===== config.mk =====
export PLATFORM = sky130hd
export DESIGN_NAME = padctrl_sequencer_flat
export DESIGN_NICKNAME = d
export VERILOG_FILES = /design/src/rtl/padctrl_sequencer_if.sv /design/src/rtl/padctrl_sequencer.sv /design/src/flat_wrapper.sv
export SDC_FILE = /design/constraint.sdc
export NUM_CORES = 1
export LEC_CHECK = 0
export CAP_MARGIN = 20
export CORE_AREA = 3 3 102 104
export DETAILED_ROUTE_END_ITERATION = 6
export DIE_AREA = 0 0 105 107
export REMOVE_ABC_BUFFERS = 1
export SLEW_MARGIN = 20
export SYNTH_ARGS = -nofsm -noshare
export SYNTH_HDL_FRONTEND = slang
export SYNTH_SLANG_ARGS = --single-unit

===== constraint.sdc =====
create_clock -name clk -period 2.4 [get_ports clk]
set_clock_uncertainty 0.1 [all_clocks]
set_input_delay 0.6 -clock clk [delete_from_list [all_inputs] [get_ports clk]]
set_output_delay 0.6 -clock clk [all_outputs]
set_load 0.1 [all_outputs]

===== src/rtl/padctrl_sequencer_if.sv =====
// padctrl_sequencer_if: register-side targets in, live pad controls out.
interface padctrl_sequencer_if #(
    parameter int N_GROUPS = 9,
    parameter int N_GPIO   = 6,
    parameter int DWELL_W  = 8
);
    logic                  enable;
    logic [DWELL_W-1:0]    dwell;
    logic [2*N_GROUPS-1:0] tgt_drive;
    logic [N_GPIO-1:0]     tgt_pu;
    logic [N_GPIO-1:0]     tgt_pd;
    logic [2*N_GROUPS-1:0] drive;
    logic [N_GPIO-1:0]     pu;
    logic [N_GPIO-1:0]     pd;
    logic                  busy;
    modport master (output enable, dwell, tgt_drive, tgt_pu, tgt_pd, input drive, pu, pd, busy);
    modport slave  (input enable, dwell, tgt_drive, tgt_pu, tgt_pd, output drive, pu, pd, busy);
endinterface


===== src/rtl/padctrl_sequencer.sv =====
// padctrl_sequencer: ramps live pad drive/pull controls toward their targets,
// one bit-field step at a time with a programmable dwell between steps.
module padctrl_sequencer #(
    parameter int         N_GROUPS    = 9,
    parameter int         N_GPIO      = 6,
    parameter int         DWELL_W     = 8,
    parameter logic [1:0] RESET_DRIVE = 2'b01
) (
    input logic                clk,
    input logic                rst_n,
    padctrl_sequencer_if.slave io_bus
);
    typedef enum logic {IDLE, DWELL} state_t;
    state_t                r_state, w_state_nxt;
    logic [DWELL_W-1:0]    r_cnt, w_cnt_nxt;
    logic [2*N_GROUPS-1:0] r_drive, w_drive_nxt;
    logic [N_GPIO-1:0]     r_pu, r_pd, w_pu_nxt, w_pd_nxt, w_pd_eff;
    logic                  w_mismatch, w_step, w_found;

    // pull-up wins when both pulls are requested
    assign w_pd_eff   = io_bus.tgt_pd & ~io_bus.tgt_pu;
    assign w_mismatch = (r_drive != io_bus.tgt_drive) || (r_pu != io_bus.tgt_pu) || (r_pd != w_pd_eff);
    assign w_step     = (r_state == IDLE) && io_bus.enable && w_mismatch;

    always_comb begin
        w_drive_nxt = r_drive;
        w_pu_nxt    = r_pu;
        w_pd_nxt    = r_pd;
        w_found     = 1'b0;
        for (int g = 0; g < N_GROUPS; g++) begin
            if (!w_found && r_drive[2*g +: 2] != io_bus.tgt_drive[2*g +: 2]) begin
                w_found = 1'b1;
                w_drive_nxt[2*g +: 2] = (io_bus.tgt_drive[2*g +: 2] > r_drive[2*g +: 2]) ?
                                        r_drive[2*g +: 2] + 2'd1 : r_drive[2*g +: 2] - 2'd1;
            end
        end
        // break-before-make: drop an unwanted pull before asserting the wanted one
        for (int i = 0; i < N_GPIO; i++) begin
            if (!w_found && (r_pu[i] != io_bus.tgt_pu[i] || r_pd[i] != w_pd_eff[i])) begin
                w_found = 1'b1;
                if (r_pu[i] && !io_bus.tgt_pu[i])
                    w_pu_nxt[i] = 1'b0;
                else if (r_pd[i] && !w_pd_eff[i])
                    w_pd_nxt[i] = 1'b0;
                else if (io_bus.tgt_pu[i])
                    w_pu_nxt[i] = 1'b1;
                else
                    w_pd_nxt[i] = 1'b1;
            end
        end
    end

    always_comb begin
        w_state_nxt = r_state;
        w_cnt_nxt   = r_cnt;
        if (r_state == DWELL) begin
            w_cnt_nxt   = r_cnt - DWELL_W'(1);
            w_state_nxt = (r_cnt == DWELL_W'(1)) ? IDLE : DWELL;
        end else if (w_step && io_bus.dwell != '0) begin
            w_state_nxt = DWELL;
            w_cnt_nxt   = io_bus.dwell;
        end
    end

    always_ff @(posedge clk or negedge rst_n) begin
        if (!rst_n) begin
            r_state <= IDLE;
            r_cnt   <= '0;
            r_drive <= {N_GROUPS{RESET_DRIVE}};
            r_pu    <= '0;
            r_pd    <= '0;
        end else begin
            r_state <= w_state_nxt;
            r_cnt   <= w_cnt_nxt;
            if (w_step) begin
                r_drive <= w_drive_nxt;
                r_pu    <= w_pu_nxt;
                r_pd    <= w_pd_nxt;
            end
        end
    end

    assign io_bus.drive = r_drive;
    assign io_bus.pu    = r_pu;
    assign io_bus.pd    = r_pd;
    assign io_bus.busy  = rst_n && ((r_state != IDLE) || w_mismatch);
endmodule

===== src/flat_wrapper.sv =====
// flat-port wrapper written by rule: the top's interface ports become plain ports
module padctrl_sequencer_flat 
#(
    parameter int         N_GROUPS    = 9,
    parameter int         N_GPIO      = 6,
    parameter int         DWELL_W     = 8,
    parameter logic [1:0] RESET_DRIVE = 2'b01
)
  (clk, rst_n, io_bus_enable, io_bus_dwell, io_bus_tgt_drive, io_bus_tgt_pu, io_bus_tgt_pd, io_bus_drive, io_bus_pu, io_bus_pd, io_bus_busy);
  padctrl_sequencer_if #(.N_GROUPS(N_GROUPS), .N_GPIO(N_GPIO), .DWELL_W(DWELL_W)) io_bus_i ();
  input logic clk;
  input logic rst_n;
  input wire logic [$bits(io_bus_i.enable)-1:0] io_bus_enable;
  input wire logic [$bits(io_bus_i.dwell)-1:0] io_bus_dwell;
  input wire logic [$bits(io_bus_i.tgt_drive)-1:0] io_bus_tgt_drive;
  input wire logic [$bits(io_bus_i.tgt_pu)-1:0] io_bus_tgt_pu;
  input wire logic [$bits(io_bus_i.tgt_pd)-1:0] io_bus_tgt_pd;
  output wire logic [$bits(io_bus_i.drive)-1:0] io_bus_drive;
  output wire logic [$bits(io_bus_i.pu)-1:0] io_bus_pu;
  output wire logic [$bits(io_bus_i.pd)-1:0] io_bus_pd;
  output wire logic [$bits(io_bus_i.busy)-1:0] io_bus_busy;
  assign io_bus_i.enable = io_bus_enable;
  assign io_bus_i.dwell = io_bus_dwell;
  assign io_bus_i.tgt_drive = io_bus_tgt_drive;
  assign io_bus_i.tgt_pu = io_bus_tgt_pu;
  assign io_bus_i.tgt_pd = io_bus_tgt_pd;
  assign io_bus_drive = io_bus_i.drive;
  assign io_bus_pu = io_bus_i.pu;
  assign io_bus_pd = io_bus_i.pd;
  assign io_bus_busy = io_bus_i.busy;
  padctrl_sequencer #(.N_GROUPS(N_GROUPS), .N_GPIO(N_GPIO), .DWELL_W(DWELL_W), .RESET_DRIVE(RESET_DRIVE)) u_core (.clk(clk), .rst_n(rst_n), .io_bus(io_bus_i));
endmodule

==> results of run 1 <==
## kinds of logic after synthesis
family / Yosys count / share of synthesized area [%]
AOI/OAI and AO/OA: 69 / 17.60
buffers and inverters: 44 / 6.042
adders and majority gates: 32 / 14.01
and+or+nand+nor: 92 / 18.52
DFF: 39 / 34.54
muxes: 1 / 0.3940
xor gates and xnor gates: 29 / 8.888
## cells in the mapped netlist, drive strengths merged (6+ instances only)
master | number | area, sq um
nand4 | 12 | 96.34
xnor2 | 21 | 183.9
dfrtp | 30 | 750.7
nor4 | 7 | 65.06
a21oi | 21 | 116.4
xor2 | 8 | 70.07
a22o | 11 | 96.34
inv | 42 | 157.7
nor2 | 15 | 56.30
ha | 32 | 400.4
dfstp | 9 | 236.5
a21o | 6 | 45.04
nand2 | 36 | 135.1
## power groups by stage
stage / Clock, mW / Combinational, mW / Sequential, mW
6_report: 0.478 / 1.93 / 0.959
3_3_place_gp: 0 / 1.75 / 0.949
5_1_grt: 0.535 / 2.09 / 0.978
3_5_place_dp: 0 / 1.78 / 0.954
2_1_floorplan: 0 / 0.666 / 1.44
4_1_cts: 0.496 / 1.93 / 0.957
## routing by layer
metal	global-route usage [%]	vias up
met3	2.589	4
met1	17.14	1286
met5	0	-
met4	4.217	0
li1	-	1393
met2	25.94	61
## final cells by class
| type | count | share of cell area [%] |
|---|---|---|
| Sequential cell | 39 | 20.79 |
| Timing Repair Buffer | 148 | 26.58 |
| Inverter | 42 | 3.583 |
| Clock buffer | 7 | 1.818 |
| Multi-Input combinational cell | 223 | 43.62 |
| Tap cell | 133 | 3.504 |
| Clock inverter | 1 | 0.1054 |
## timing repair
item | CTS | global route
buffers inserted | 19 | 5
gates resized for setup | 154 | 2
setup endpoints to repair | 25 | 16
pin swaps | 41 | 15
## flip-flops by register name (all words and copies together) (netlist names)
name / count
u_core.r_state: 1
u_core.io_bus.drive: 18
u_core.r_cnt: 8
u_core.io_bus.pd: 6
u_core.io_bus.pu: 6
## worst paths after layout
| path | startpoint | end | slack (ns) | cells after the start |
|---|---|---|---|---|
| max in group asynchronous | rst_n | u_core.io_bus.drive[8] | 1.52 | 2 |
| setup reg to reg | u_core.io_bus.drive[6] | u_core.r_cnt[6] | 0.13 | 7 |
| hold / removal | rst_n | u_core.io_bus.pd[4] | 0.31 | 2 |
| min in group clk | u_core.r_cnt[7] | u_core.r_cnt[7] | 0.43 | 1 |
| setup / recovery | io_bus_tgt_pu[3] | io_bus_busy | -0.37 | 9 |
| hold reg to reg | u_core.r_cnt[7] | u_core.r_cnt[7] | 0.43 | 1 |
## worst max-delay path: cells and delay by family
family,cells,cell delay [ns]
adders and majority gates,1,0.26
and+or+nand+nor,4,0.65
buffers and inverters,3,0.33
AOI/OAI and AO/OA,1,0.23
## through the flow
step,hold slack (ns),utilization (%),setup slack [ns],setup TNS (ns),instances
2_1_floorplan,0.2044,-,-1.155,-13.95,304
3_3_place_gp,0.4171,43.78,-0.8000,-15.38,569
3_5_place_dp,0.4219,43.78,-0.8107,-15.84,569
4_1_cts,0.3297,49.14,-0.3379,-0.3379,592
5_1_grt,0.3568,49.27,-0.4674,-0.5305,593
6_report,0.3061,49.27,-0.3688,-0.3688,593
==> results.toml, run 1 <==
[outcome]
status = "finished, violations left"
violations = "negative setup slack"

[power]
power_mw = 3.372
intPower_mw = 1.909
netSwitchingPower_mw = 1.463
clock_power_share_pct = 14.2
switching_share_pct = 43.38
seq_power_share_pct = 28.4
p_per_area_nw_per_um2 = 710.0
p_comb_share_pct = 57.4
vdd_drop_max_mv = 0.4501
p_leak_nw = 2.187

[clocking]
clk_pin_slew_ns = 0.08
cts_tree = "built"
cts.path.max_buffers = 2
htreeDepth = 2
numCtsBuffers = 5
clock_sinks = 39
postCtsHoldBufs = 0
clk_latency_ns = 0.29
clock-root-buffer = "clkbuf_8"

[routing]
num_vias = 2744
wl_met3_um = 300
drc = 0
routed.top_layer = "met4"
drtIter0Drc = 72
wl_per_cell_um = 13.13
route.met2.wl_um = 4112
firstDrtPassIters = 4
routed_wl_um = 7784
vias_per_cell = 4.627
antenna_left = 0
wl_met1_um = 3307

[layout]
seqCellArea_sq_um = 987.2
multi_input_area_sq_um = 2072
syn_to_final_growth_pct = 66.20
drive_gt1_share_pct = 46.30
fillers = 940
fin_nets = 532
antenna_cells = 0
layout_common_cells = "97 x buf_4, 30 x dfrtp_1, 25 x inv_1"
layout_commonest_cell = "buf_4"
final_cell_area_sq_um = 4750

[yosys]
ys_ff_latch = 39
synth_area_per_cell_sq_um = 9.339
synth_ff_type = "dfrtp_1"
synth-warning-count = 0
syn_inst = 306
syn_area_sq_um = 2858
yosysUniqueCellTypes = 49
synth_enable_flop_cells = 0
synth_sequential_area_ratio_pct = 34.54
async_flop_share_pct = 100.0

[die]
rows = 36
die_width_um = 105
boundaryPins = 72
fp.coreArea_sq_um = 9639
initial_utilization_pct = 29.65
die-area_sq_um = 11240
fp.dieH_um = 107

[placement]
place_congestion = 0.8569
post-dp-hpwl_um = 5704
place.port_buffers = 71
dpl-instance-area_sq_um = 4220

[timing]
hold_viol_final = 0
rsz0062_at_grt = "true"
maxSlewViolCount = 0
timing.final.crit_share_pct = 115.4
setup_viol = 1
fin_crit_ns = 2.769
tightestPinTransition_ns = 0.5309
final.setup.worst_slack_ns = -0.3688
max_freq_ghz = 0.3612
slew_headroom_pct = 64.61

[critical_path]
path_class = "input pin to output port"
slowest_delay_ns = 0.31
crit_chain = "buf_8 > inv_8 > nand2_4 > ha_4 > nand4_1 > nor4_4 > nand3_2 > o21a_1 > buf_12"
cp-start-kind = "input pin"
cpMaxStageDelayCell = "nor4_4"
end_kind = "output port"
arrival_ns = 2.07
critPathMaxFanout = 3
crit_required_ns = 1.70

[global_routing]
grt_overflow = 0
grt_use_total_pct = 14.28
antenna_found_initial = 0
grt_pass1_wl_um = 13070
grt_pass1_vias = 2801
grt_max_degree = 40

[run]
maxCapViolations = 0

[worst_hold_path]
min_path_type = "input pin to async pin"
(Power assumes the default switching activity.)
==> inputs of run 2 (changes only) <==
Settings changed: CTS_CLUSTER_DIAMETER from default to 40.
==> results of run 2 <==
The final DEF is identical to that of run 1; final timing and power are the same.
==> inputs of run 3 (changes only) <==
Settings changed: CAP_MARGIN 20 to default.
==> results of run 3 <==
The final DEF is identical to that of run 1; final timing and power are the same.
